**src/rtl/imm_gen_pkg.sv**
```systemverilog
// rtl/imm_gen_pkg.sv - immediate format enum, RV32I opcodes and pipeline entry type
// Optional feature macro: IMM_GEN_ILLEGAL_EN adds the illegal flag to imm_entry_t.
package imm_gen_pkg;

    // Entries always carry the widest supported immediate; the top trims to XLEN.
    localparam int XLEN_MAX = 64;

    typedef enum logic [2:0] {
        FMT_NONE  = 3'd0,
        FMT_I     = 3'd1,
        FMT_S     = 3'd2,
        FMT_B     = 3'd3,
        FMT_U     = 3'd4,
        FMT_J     = 3'd5,
        FMT_SHAMT = 3'd6
    } imm_fmt_e;

    localparam logic [6:0] OPC_OP_IMM = 7'b0010011;
    localparam logic [6:0] OPC_LOAD   = 7'b0000011;
    localparam logic [6:0] OPC_JALR   = 7'b1100111;
    localparam logic [6:0] OPC_STORE  = 7'b0100011;
    localparam logic [6:0] OPC_BRANCH = 7'b1100011;
    localparam logic [6:0] OPC_LUI    = 7'b0110111;
    localparam logic [6:0] OPC_AUIPC  = 7'b0010111;
    localparam logic [6:0] OPC_JAL    = 7'b1101111;

    typedef struct packed {
        logic [XLEN_MAX-1:0] imm;
        imm_fmt_e            fmt;
`ifdef IMM_GEN_ILLEGAL_EN
        logic                illegal;
`endif
    } imm_entry_t;

endpackage

```
**src/rtl/imm_gen_pipe_if.sv**
```systemverilog
// rtl/imm_gen_pipe_if.sv - instruction-in / immediate-out handshake bundle
// Signals: in_valid/in_ready/in_instr (instruction side), out_valid/out_ready/
// out_imm/out_fmt (immediate side), out_illegal only with IMM_GEN_ILLEGAL_EN.
// Modports: master = producer/consumer environment, slave = imm_gen_pipe.
interface imm_gen_pipe_if
    import imm_gen_pkg::*;
#(
    parameter int XLEN = 32
) ();
    logic            in_valid;
    logic            in_ready;
    logic [31:0]     in_instr;
    logic            out_valid;
    logic            out_ready;
    logic [XLEN-1:0] out_imm;
    imm_fmt_e        out_fmt;
`ifdef IMM_GEN_ILLEGAL_EN
    logic            out_illegal;

    modport master (
        output in_valid, in_instr, out_ready,
        input  in_ready, out_valid, out_imm, out_fmt, out_illegal
    );
    modport slave (
        input  in_valid, in_instr, out_ready,
        output in_ready, out_valid, out_imm, out_fmt, out_illegal
    );
`else
    modport master (
        output in_valid, in_instr, out_ready,
        input  in_ready, out_valid, out_imm, out_fmt
    );
    modport slave (
        input  in_valid, in_instr, out_ready,
        output in_ready, out_valid, out_imm, out_fmt
    );
`endif
endinterface

```
**src/rtl/imm_decode.sv**
```systemverilog
// rtl/imm_decode.sv - combinational RV32I instruction -> sign-extended immediate entry
// Ports: i_instr (32-bit instruction word), o_entry (imm_entry_t: imm, fmt[, illegal]).
// With IMM_GEN_ILLEGAL_EN the entry also flags words outside the decode table.
module imm_decode
    import imm_gen_pkg::*;
#(
    parameter int XLEN = 32
) (
    input  logic [31:0] i_instr,
    output imm_entry_t  o_entry
);

    logic [6:0]      w_opc;
    logic [2:0]      w_funct3;
    logic            w_sign;
    logic [31:0]     w_imm32;
    logic [XLEN-1:0] w_imm_x;

    assign w_opc    = i_instr[6:0];
    assign w_funct3 = i_instr[14:12];
    assign w_sign   = i_instr[31];

    always_comb begin
        w_imm32       = '0;
        o_entry.fmt   = FMT_NONE;
`ifdef IMM_GEN_ILLEGAL_EN
        // Table opcodes all end in 2'b11, so a miss covers compressed words too.
        o_entry.illegal = 1'b1;
`endif
        case (w_opc)
            OPC_OP_IMM: begin
                if (w_funct3 == 3'b001 || w_funct3 == 3'b101) begin
                    // instr[30] selects srai/srli and is not part of the amount.
                    w_imm32     = {27'b0, i_instr[24:20]};
                    o_entry.fmt = FMT_SHAMT;
                end else begin
                    w_imm32     = {{20{w_sign}}, i_instr[31:20]};
                    o_entry.fmt = FMT_I;
                end
            end
            OPC_LOAD, OPC_JALR: begin
                w_imm32     = {{20{w_sign}}, i_instr[31:20]};
                o_entry.fmt = FMT_I;
            end
            OPC_STORE: begin
                w_imm32     = {{20{w_sign}}, i_instr[31:25], i_instr[11:7]};
                o_entry.fmt = FMT_S;
            end
            OPC_BRANCH: begin
                w_imm32     = {{20{w_sign}}, i_instr[7], i_instr[30:25], i_instr[11:8], 1'b0};
                o_entry.fmt = FMT_B;
            end
            OPC_LUI, OPC_AUIPC: begin
                w_imm32     = {i_instr[31:12], 12'b0};
                o_entry.fmt = FMT_U;
            end
            OPC_JAL: begin
                w_imm32     = {{12{w_sign}}, i_instr[19:12], i_instr[20], i_instr[30:21], 1'b0};
                o_entry.fmt = FMT_J;
            end
            default: begin
                w_imm32     = '0;
                o_entry.fmt = FMT_NONE;
            end
        endcase
`ifdef IMM_GEN_ILLEGAL_EN
        if (o_entry.fmt != FMT_NONE) begin
            o_entry.illegal = 1'b0;
        end
`endif
    end

    // Bit 31 of w_imm32 is instr[31] for every signed format and 0 for SHAMT/NONE,
    // so a plain signed widening gives the required extension.
    assign w_imm_x     = XLEN'($signed(w_imm32));
    assign o_entry.imm = XLEN_MAX'($signed(w_imm_x));

endmodule

```
**src/rtl/imm_gen_pipe.sv**
```systemverilog
// rtl/imm_gen_pipe.sv - registered immediate generator behind a 2-entry skid buffer
// Ports: clk, rst_n (async active-low), flush (sync discard), bus (imm_gen_pipe_if.slave:
// in_valid/in_ready/in_instr, out_valid/out_ready/out_imm/out_fmt[/out_illegal]).
// Optional feature macro: IMM_GEN_ILLEGAL_EN (out_illegal carried with each entry).
module imm_gen_pipe
    import imm_gen_pkg::*;
#(
    parameter int XLEN = 32
) (
    input  logic          clk,
    input  logic          rst_n,
    input  logic          flush,
    imm_gen_pipe_if.slave bus
);

    imm_entry_t w_dec;
    imm_entry_t r_out;
    imm_entry_t r_skid;
    logic       r_out_valid;
    logic       r_skid_valid;
    logic       w_in_ready;
    logic       w_accept;
    logic       w_out_free;
    logic       w_unused_imm;

    imm_decode #(.XLEN(XLEN)) u_decode (
        .i_instr (bus.in_instr),
        .o_entry (w_dec)
    );

    // Registered state only (plus reset gating) so in_ready never depends on out_ready.
    assign w_in_ready = rst_n && !r_skid_valid;
    assign w_accept   = bus.in_valid && w_in_ready;
    assign w_out_free = !r_out_valid || bus.out_ready;

    always_ff @(posedge clk or negedge rst_n) begin
        if (!rst_n) begin
            r_out_valid  <= 1'b0;
            r_skid_valid <= 1'b0;
            r_out        <= '0;
            r_skid       <= '0;
        end else if (flush) begin
            // Valid bits only; stale data is harmless once invalidated.
            r_out_valid  <= 1'b0;
            r_skid_valid <= 1'b0;
        end else if (w_out_free) begin
            if (r_skid_valid) begin
                // in_ready was low this cycle, so no new word competes with the skid.
                r_out        <= r_skid;
                r_out_valid  <= 1'b1;
                r_skid_valid <= 1'b0;
            end else if (w_accept) begin
                r_out       <= w_dec;
                r_out_valid <= 1'b1;
            end else begin
                r_out_valid <= 1'b0;
            end
        end else if (w_accept) begin
            r_skid       <= w_dec;
            r_skid_valid <= 1'b1;
        end
    end

    assign bus.in_ready  = w_in_ready;
    assign bus.out_valid = r_out_valid;
    assign bus.out_imm   = r_out.imm[XLEN-1:0];
    assign bus.out_fmt   = r_out.fmt;
`ifdef IMM_GEN_ILLEGAL_EN
    assign bus.out_illegal = r_out.illegal;
`endif

    // Immediate bits above XLEN are dropped at the output.
    assign w_unused_imm = ^r_out.imm;

endmodule

```
**src/flat_wrapper.sv**
```systemverilog
// flat-port wrapper written by rule: the top's interface ports become plain ports
module imm_gen_pipe_flat import imm_gen_pkg::*;
#(
    parameter int XLEN = 32
)
  (clk, rst_n, flush, bus_in_valid, bus_in_instr, bus_out_ready, bus_in_ready, bus_out_valid, bus_out_imm, bus_out_fmt);
  imm_gen_pipe_if #(.XLEN(XLEN)) bus_i ();
  input  logic clk;
  input  logic rst_n;
  input  logic flush;
  input wire logic [$bits(bus_i.in_valid)-1:0] bus_in_valid;
  input wire logic [$bits(bus_i.in_instr)-1:0] bus_in_instr;
  input wire logic [$bits(bus_i.out_ready)-1:0] bus_out_ready;
  output wire logic [$bits(bus_i.in_ready)-1:0] bus_in_ready;
  output wire logic [$bits(bus_i.out_valid)-1:0] bus_out_valid;
  output wire logic [$bits(bus_i.out_imm)-1:0] bus_out_imm;
  output wire logic [$bits(bus_i.out_fmt)-1:0] bus_out_fmt;
  assign bus_i.in_valid = bus_in_valid;
  assign bus_i.in_instr = bus_in_instr;
  assign bus_i.out_ready = bus_out_ready;
  assign bus_in_ready = bus_i.in_ready;
  assign bus_out_valid = bus_i.out_valid;
  assign bus_out_imm = bus_i.out_imm;
  assign bus_out_fmt = bus_i.out_fmt;
  imm_gen_pipe #(.XLEN(XLEN)) u_core (.clk(clk), .rst_n(rst_n), .flush(flush), .bus(bus_i));
endmodule
```
**config.mk**
```make
export PLATFORM = sky130hd
export DESIGN_NAME = imm_gen_pipe_flat
export DESIGN_NICKNAME = d
export VERILOG_FILES = /design/src/rtl/imm_gen_pkg.sv /design/src/rtl/imm_gen_pipe_if.sv /design/src/rtl/imm_decode.sv /design/src/rtl/imm_gen_pipe.sv /design/src/flat_wrapper.sv
export SDC_FILE = /design/constraint.sdc
export NUM_CORES = 1
export LEC_CHECK = 0
export CORE_UTILIZATION = 58
export CTS_BUF_LIST = sky130_fd_sc_hd__clkbuf_4
export DETAILED_ROUTE_END_ITERATION = 7
export PLACE_DENSITY_LB_ADDON = 0.3
export REMOVE_ABC_BUFFERS = 1
export SLEW_MARGIN = 5
export SYNTH_ARGS = -nofsm -noshare
export SYNTH_HDL_FRONTEND = slang
export SYNTH_HIERARCHICAL = 1
export SYNTH_SLANG_ARGS = --single-unit
```
**constraint.sdc**
```tcl
create_clock -name clk -period 3.2 [get_ports clk]
set_clock_uncertainty 0.2 [all_clocks]
set_input_delay 0.48 -clock clk [delete_from_list [all_inputs] [get_ports clk]]
set_output_delay 0.48 -clock clk [all_outputs]
set_load 0.02 [all_outputs]
```
## After elaboration in Yosys (flattened, before gate mapping)

Index checks and enable logic that the tools add are counted.

| word-level totals | value |
|---|---|
| register bits | 72 |
| input bits | 37 |
| word-level logic and storage cells | 44 |
| output and inout port bits | 37 |

| operators by class | value |
|---|---|
| equal/unequal tests | 10 |
| reduce and logical (&&, ||, !) cells | 13 |
| bitwise operators | 2 |
| muxes and demuxes | 13 |

Operators by type and width:

| operator | number |
|---|---|
| $pmux W32 S6 | 1 |
| $mux W35 | 2 |
| $mux W32 | 1 |
| $eq A7 B7 Y1 const B | 3 |
| $pmux W3 S6 | 1 |
| $eq A7 B5 Y1 const B | 2 |
| $eq A7 B6 Y1 const B | 2 |
| $eq A7 B2 Y1 const B | 1 |
| $mux W1 | 7 |
| $reduce_and A3 Y1 | 2 |
| $reduce_bool A2 Y1 | 2 |
| $reduce_or A2 Y1 | 2 |
| $eq A3 B1 Y1 const B | 1 |
| $eq A3 B3 Y1 const B | 1 |
| $mux W3 | 1 |
| $reduce_bool A3 Y1 | 1 |
| $logic_and A1 B1 Y1 | 2 |
| $logic_not A1 Y1 | 2 |
| $logic_or A1 B1 Y1 | 2 |
| $not A1 Y1 | 2 |

## Depth between registers and ports, before layout

Gate-level depths: netlist of the first run.

| depth | value |
|---|---|
| depth after elaboration | 7 |
| depth in mapped cells | 7 |
| gate-level depth less buffers | 6 |

## Hierarchy

Netlist of the first run, hierarchy kept.

Modules (own cells, without submodules):

| module | area each (sq um) | cells an instance | times used | seq. area each (sq um) |
|---|---|---|---|---|
| imm_gen_pipe | 3118.0 | 196 | 1 | 1801.7 |
| imm_decode | 798.3 | 108 | 1 | 0.0 |

## Worst setup path before layout of the first run

OpenSTA, ideal clock, no wires.

| path | value |
|---|---|
| path type | in2reg |
| start | input port bus_in_instr[5] |
| end | register u_core.r_out, in the netlist u_core/bus.out_imm[31] |
| setup time | 0.065 ns |
| setup slack | 0.649 ns |
| arrival | 2.286 ns |
| cell stages on the path | 6 |
| path through | or2_4 > or3_4 > nand2_1 > o21a_1 > mux2_2 > mux2_2 |

RTL lines:

| element | line | source |
|---|---|---|
| start: declaration | flat_wrapper.sv:12 | `input wire logic [$bits(bus_i.in_instr)-1:0] bus_in_instr;` |
| end signal: assignment | imm_gen_pipe.sv:49 | `r_out <= r_skid;` |
| end signal: assignment | imm_gen_pipe.sv:53 | `r_out <= w_dec;` |
| end: declaration | imm_gen_pipe.sv:17 | `imm_entry_t r_out;` |

## Worst setup path in the final report of the first run

| path | value |
|---|---|
| start | input port rst_n |
| end | output port bus_in_ready |

| on the way | value |
|---|---|
| word-level cells in the longest chain between the ends | 1 |

Ends and longest elaborated chain:

| element | line | source |
|---|---|---|
| start: declaration | flat_wrapper.sv:9 | `input logic rst_n;` |
| $logic_and A1 B1 Y1 | imm_gen_pipe.sv:32 | `assign w_in_ready = rst_n && !r_skid_valid;` |
| end: declaration | flat_wrapper.sv:14 | `output wire logic [$bits(bus_i.in_ready)-1:0] bus_in_ready;` |

No other way between the ends.

==> out/metrics.sh, run 1 <==
FINAL.MIN_CLOCK_PERIOD_NS=2.67
CRITICAL_PATH_CELL_BY_CELL='dlygate4sd3_1, buf_4, nor2b_1, clkdlybuf4s50_1'
POWER.SHARE.SWITCHING=0.262
LAYOUT.CELLS.MOST_COMMON_LIST='sky130_fd_sc_hd__mux2_2, sky130_fd_sc_hd__clkdlybuf4s50_1, sky130_fd_sc_hd__dfrtp_1, sky130_fd_sc_hd__a21o_1'
SLEW_HEADROOM=0.448
MAX_STAGE_DELAY_NS=0.61
GRT_START_MAX_NET_PINS=68
DIE_WIDTH_UM=81.6
CLOCK_PATH_BUFFERS=2
PERIOD_SHARE=0.833
POWER_FRAC_CLOCK=0.329
FINAL_TOTAL_NEGATIVE_SETUP_SLACK_NS=0
CRIT_REQUIRED_NS=2.52
GR-TOTAL-OVERFLOW=0
CORE.ROWCOUNT=28
ROUTE.ANTENNA.REMAINING_NETS=0
FINAL_UTIL=0.768
TIMING.FINAL.MAX_SLEW_VIOLATIONS=0
CP-START-KIND='input port'
PLACEMENT.CELL_AREA_UM2=4480
CTS_TREE='yes'
CRITPATHCAPTURETYPE='primary output'
CLOCK_SINK_COUNT=72
FP.COREAREA_UM2=6030
FINAL_AREA_UM2=4630
CRITPATHMAXFANOUT=9
VIAS_AFTER_DETAILED_ROUTING=2495
POST_SYNTH.CELL_AREA_AVG_UM2=13.5
SYNTHTOLAYOUTAREAGROWTH_PCT=25.8
DESIGN.PORTCOUNT=74
SETUP.WORST_PATH.CLASS='in2out'
DIE_H_UM=81.6
PWR-SHARE-SEQ=0.541
VDD_IR_DROP_MAX_mV=0.314
SHARE_COMB_OF_TOTAL_POWER=0.130
NUMCTSBUFFERS=9
MOST_COMMON_CELL_AFTER_LAYOUT_FILL_AND_TAPS_ASIDE='sky130_fd_sc_hd__mux2_2'
DRT-WIRELENGTH-PER-CELL_UM=17.5
DRIVE_ABOVE_1_SHARE=0.393
DRT-PASS1-ITER-COUNT=4
CRIT-REG2REG-LAUNCH='u_core/r_skid_valid$_DFFE_PN0P_'
ANTENNA_CELLS=0
CLKSLEWWORSTSETUPHOLDPATHS_NS=0.13
CTSROOTBUFFERMASTER='sky130_fd_sc_hd__clkbuf_4'
GRT_FIRST_PASS_WIRELENGTH_MM=11.9
DRC_ERRORS=0
GRT_ANTENNA_BEFORE_REPAIR=0
DETAIL_ROUTE.VIAS_PER_CELL=5.82
HPWL_MM=5.01
FINAL-HOLD-VIOLATION-COUNT=0
MAX_CLOCK_FREQ_GHz=0.375
GRT_UTIL_ALL_LAYERS=0.240
SWITCHINGPOWER_mW=0.461
GRT_SETUP_UNREPAIRED='false'
YOSYS_WARNINGS=6
STATUS='complete, no violations'
VIAS_IN_THE_FIRST_GLOBAL_ROUTE=2570
INITIAL_CORE_UTIL=0.610
SETUP_VIOL_COUNT_FINAL=0
CRITICAL_PATH_ARRIVAL_NS=1.99
DIE_AREA_UM2=6660
DRT-INITIAL-DRC-COUNT=100
CLK-INSERTION-DELAY-LATE_NS=0.41
MAX_CAP_VIOL_COUNT=0
WHS_NS=0.266
POST_SYNTH_INST_COUNT=272
PLACE.GP.CONGESTION=0.893
CTSHTREEMAXLEVEL=3
WORST_PIN_SLEW_NS=0.828
FINAL_LAYOUT_NET_COUNT=386
STATIC-LEAKAGE-POWER_nW=2.27
WIRELENGTH_MM=7.49
PATH_TYPE_OF_THE_WORST_MIN_DELAY_PATH='in2async'
P_PER_AREA_nW_PER_UM2=380
PORT_BUFFERS=73
MULTI_INPUT_AREA_UM2=1790
P_INT_mW=1.30
CRITPATHSLOWESTCELL='sky130_fd_sc_hd__clkdlybuf4s50_1'
SYNTH.CELL_AREA_UM2=3680
FINAL-SEQ-AREA_UM2=1800
N_FILL_CELL=369
WORST_SETUP_PATH_STARTPOINT='rst_n'
[cell type report]
class	count	area share
repair buffers	79	0.170
flip-flops and latches	72	0.390
multi-input cells	184	0.387
clock buffers	9	0.0146
inverters	3	0.00243
well taps	75	0.0203
clock inverters	7	0.0154
[state kept, by name, indices dropped and copies added (netlist names)]
signal / count
u_core/bus.out_fmt: 3
u_core/bus.out_imm: 32
u_core/bus.out_valid: 1
u_core/r_skid: 35
u_core/r_skid_valid: 1
[metrics by stage]
step,power [mW],setup slack (ns),cells
4_1_cts,1.77,0.528,429
3_5_place_dp,1.20,0.262,412
2_1_floorplan,1.06,-0.247,259
3_3_place_gp,1.19,0.295,412
5_1_grt,1.82,0.464,429
6_report,1.76,0.535,429
[path summary, 6_finish.rpt]
kind | cells after the start | to | slack, ns
min reg2reg | 1 | u_core/r_skid[8]$_DFFE_PN0P_ | 0.30
min in group clk | 1 | u_core/r_skid[8]$_DFFE_PN0P_ | 0.30
max | 4 | bus_in_ready | 0.53
min | 2 | u_core/bus.out_imm[21]$_DFFE_PN0P_ | 0.27
max in group asynchronous | 3 | u_core/r_skid[30]$_DFFE_PN0P_ | 1.51
max reg2reg | 4 | u_core/bus.out_fmt[2]$_DFFE_PN0P_ | 1.04
[power groups by stage]
stage / Combinational (mW) / Sequential, mW / Clock, mW
floorplan: 0.0762 / 0.988 / 0
global placement: 0.225 / 0.966 / 0
detailed placement: 0.229 / 0.968 / 0
CTS: 0.231 / 0.950 / 0.590
global route: 0.246 / 0.953 / 0.625
finish: 0.229 / 0.950 / 0.578
[worst max-delay path: cells and delay by family]
family / cells / cell delay (ns)
buf+inv: 3 / 1.37
simple gates: 1 / 0.14
[metal layers]
layer  part of all wire  global-route usage  up-vias
met5                  0                   0        -
met4              0.013              0.0965        0
met3              0.048              0.0400       10
met2               0.51               0.415       71
met1               0.43               0.299     1248
li1                   -                   -     1166
[repair_timing]
action	CTS	global route
hold buffers	1	0
buffers inserted	0	0
hold endpoints to repair	5	0
resized for setup	0	0
Note: power is estimated with default switching activity, not from simulation.
==> inputs of run 2 (changes only) <==
CORE_UTILIZATION = 54   (was 58)
clock period = 2.5 ns   (was 3.2 ns; I/O delays follow)
==> out/metrics.sh, run 2 (synthesized netlist as in run 1, its figures left out) <==
DETAIL_ROUTE.VIAS_PER_CELL=5.64
CRIT_REQUIRED_NS=1.92
DPL_WORST_SLACK_NS=-0.259
INITIAL_CORE_UTIL=0.569
DIE_AREA_UM2=7140
DESIGN.PORTCOUNT=74
NUMCTSBUFFERS=9
FAILED_CHECKS='design-rule violations'
CTS_TREE='yes'
CTSROOTBUFFERMASTER='sky130_fd_sc_hd__clkbuf_4'
GRT_FIRST_PASS_WIRELENGTH_MM=13.1
LARGEST_REG_FLOPS=35
CRITICAL_PATH_ARRIVAL_NS=1.81
SHARE_COMB_OF_TOTAL_POWER=0.139
CRITICAL_PATH.REG2REG.ENDPOINT='u_core/r_skid[21]$_DFFE_PN0P_'
MAX_CLOCK_FREQ_GHz=0.420
CRITPATHMAXFANOUT=5
FP.COREAREA_UM2=6460
CP-START-KIND='input port'
POWER_FRAC_CLOCK=0.317
SLEW_HEADROOM=0.504
GRT_ANTENNA_BEFORE_REPAIR=0
POWER.SHARE.SWITCHING=0.255
MAX_CAP_VIOL_COUNT=0
CTS.REPAIR_TIMING.SETUP_BUFFER_COUNT=0
P_PER_AREA_nW_PER_UM2=472
GRT_SETUP_UNREPAIRED='false'
CRIT-REG2REG-LAUNCH='u_core/bus.out_valid$_DFFE_PN0N_'
PLACE.GP.CONGESTION=0.939
STATUS='finished with violations'
PORT_BUFFERS=73
DIE_WIDTH_UM=84.5
WORST_PIN_SLEW_NS=0.741
N_FILL_CELL=469
MIN-DELAY-START='u_core/r_skid[8]$_DFFE_PN0P_'
VIAS_IN_THE_FIRST_GLOBAL_ROUTE=2651
VIAS_AFTER_DETAILED_ROUTING=2508
PERIOD_SHARE=0.953
CORE.ROWCOUNT=29
NUMBER_OF_BUFFERS_AND_INVERTERS_ON_THE_CRITICAL_PATH=3
CRITPATHCAPTURETYPE='primary output'
CLOCK_SINK_COUNT=72
DRT-INITIAL-DRC-COUNT=97
SETUP.REG_TO_REG.WORST_SLACK_NS=0.62
DRT-PASS1-ITER-COUNT=8
DRC_ERRORS=4
DRIVE_ABOVE_1_SHARE=0.410
FINAL.MIN_CLOCK_PERIOD_NS=2.38
FINAL_UTIL=0.734
DIE_H_UM=84.5
PWR-SHARE-SEQ=0.543
R2R.WORST_PATH.CELLS=4
MULTI_INPUT_AREA_UM2=1790
VDD_IR_DROP_MAX_mV=0.389
HPWL_MM=5.32
FINAL_LAYOUT_NET_COUNT=400
FINAL_TOTAL_NEGATIVE_SETUP_SLACK_NS=0
CLOCK_PATH_BUFFERS=2
STATIC-LEAKAGE-POWER_nW=2.34
CRITICAL_PATH_CELL_BY_CELL='dlygate4sd3_1, buf_4, nor2b_1, clkdlybuf4s50_1'
WORST_HOLD_PATH.ENDPOINT='u_core/r_skid[8]$_DFFE_PN0P_'
PATH_TYPE_OF_THE_WORST_MIN_DELAY_PATH='reg2reg'
GR-TOTAL-OVERFLOW=0
LAYOUT.CELLS.MOST_COMMON_LIST='sky130_fd_sc_hd__mux2_2, sky130_fd_sc_hd__clkdlybuf4s50_1, sky130_fd_sc_hd__dfrtp_1, sky130_fd_sc_hd__buf_4, sky130_fd_sc_hd__a21o_1'
MOST_COMMON_CELL_AFTER_LAYOUT_FILL_AND_TAPS_ASIDE='sky130_fd_sc_hd__mux2_2'
MAX_STAGE_DELAY_NS=0.61
LAYOUT_SETUP_WS_NS=0.118
TIMING.FINAL.MAX_SLEW_VIOLATIONS=0
SETUP_VIOL_COUNT_FINAL=0
CP_TOP_FAMILY='buffers and inverters'
FINAL-HOLD-VIOLATION-COUNT=0
WIRELENGTH_MM=7.68
WHS_NS=0.298
DRT-WIRELENGTH-PER-CELL_UM=17.3
CLKSLEWWORSTSETUPHOLDPATHS_NS=0.10
ANTENNA_CELLS=0
GRT_UTIL_ALL_LAYERS=0.238
LARGEST_REGISTER='u_core/r_skid'
ROUTE.ANTENNA.REMAINING_NETS=0
CRITPATHSLOWESTCELL='sky130_fd_sc_hd__clkdlybuf4s50_1'
CLK-INSERTION-DELAY-LATE_NS=0.41
FINAL-SEQ-AREA_UM2=1800
P_INT_mW=1.66
CTSHTREEMAXLEVEL=3
SYNTHTOLAYOUTAREAGROWTH_PCT=28.9
HOLD-PATH-CELL-COUNT=1
GRT_START_MAX_NET_PINS=57
SWITCHINGPOWER_mW=0.571
SETUP.WORST_PATH.CLASS='in2out'
run 2: changes by cell type in the layout (fill, tap and decap cells not counted), sizes merged:
cell	before	now
buf	6	19
clkinv	3	5
clkinvlp	2	0
dlygate4sd3	1	2
run 2: power by group through the flow:
stage	clock (mW)	sequential, mW	combinational, mW
global route	0.769	1.22	0.337
floorplan	0	1.26	0.0975
detailed placement	0	1.24	0.310
CTS	0.723	1.22	0.315
finish	0.710	1.21	0.311
global placement	0	1.24	0.306
run 2: area by class of cell:
cell class | count | share of cell area
Clock buffer | 9 | 0.0143
Clock inverter | 7 | 0.0129
Inverter | 3 | 0.00238
Multi-Input combinational cell | 184 | 0.378
Sequential cell | 72 | 0.381
Tap cell | 77 | 0.0203
Timing Repair Buffer | 93 | 0.192
run 2: worst max-delay path by stage:
stage          slack (ns)                             from                                 end  cells after the start
2_1_floorplan       -0.95  u_core/r_skid_valid$_DFFE_PN0P_   u_core/bus.out_fmt[0]$_DFFE_PN0P_                      3
3_3_place_gp        -0.19                  bus_in_instr[6]  u_core/bus.out_imm[10]$_DFFE_PN0P_                      7
6_report             0.12                            rst_n                        bus_in_ready                      4
5_1_grt              0.06                            rst_n                        bus_in_ready                      4
3_5_place_dp        -0.26                  bus_in_instr[6]   u_core/bus.out_imm[8]$_DFFE_PN0P_                      7
4_1_cts              0.11                            rst_n                        bus_in_ready                      4
run 2: per-stage QoR:
step / cell area, µm² / power, mW / cells
2_1_floorplan: 3590 / 1.36 / 259
3_3_place_gp: 4590 / 1.54 / 427
3_5_place_dp: 4590 / 1.55 / 427
6_report: 4740 / 2.24 / 445
4_1_cts: 4740 / 2.25 / 445
5_1_grt: 4740 / 2.33 / 445
run 2: repair_timing:
action | 4_1_cts | 5_1_grt
hold buffers | 2 | 0
endpoints found under the hold margin | 16 | 0
gates resized for setup | 0 | 0
run 2: worst reg2reg max path, cell delays in order, from the launching register on:
cell and delay [ns]:
sky130_fd_sc_hd__dfrtp_1 0.37, sky130_fd_sc_hd__or3b_4 0.41, sky130_fd_sc_hd__nor3_4 0.16, sky130_fd_sc_hd__buf_12 0.25, sky130_fd_sc_hd__mux2_2 0.37
run 2: layer usage:
metal  vias up  share of wire  GRT usage
li1       1181              -          -
met1      1243           0.44      0.304
met2        70           0.49      0.399
met3        14          0.053     0.0472
met4         0          0.018      0.100
met5         -              0          0
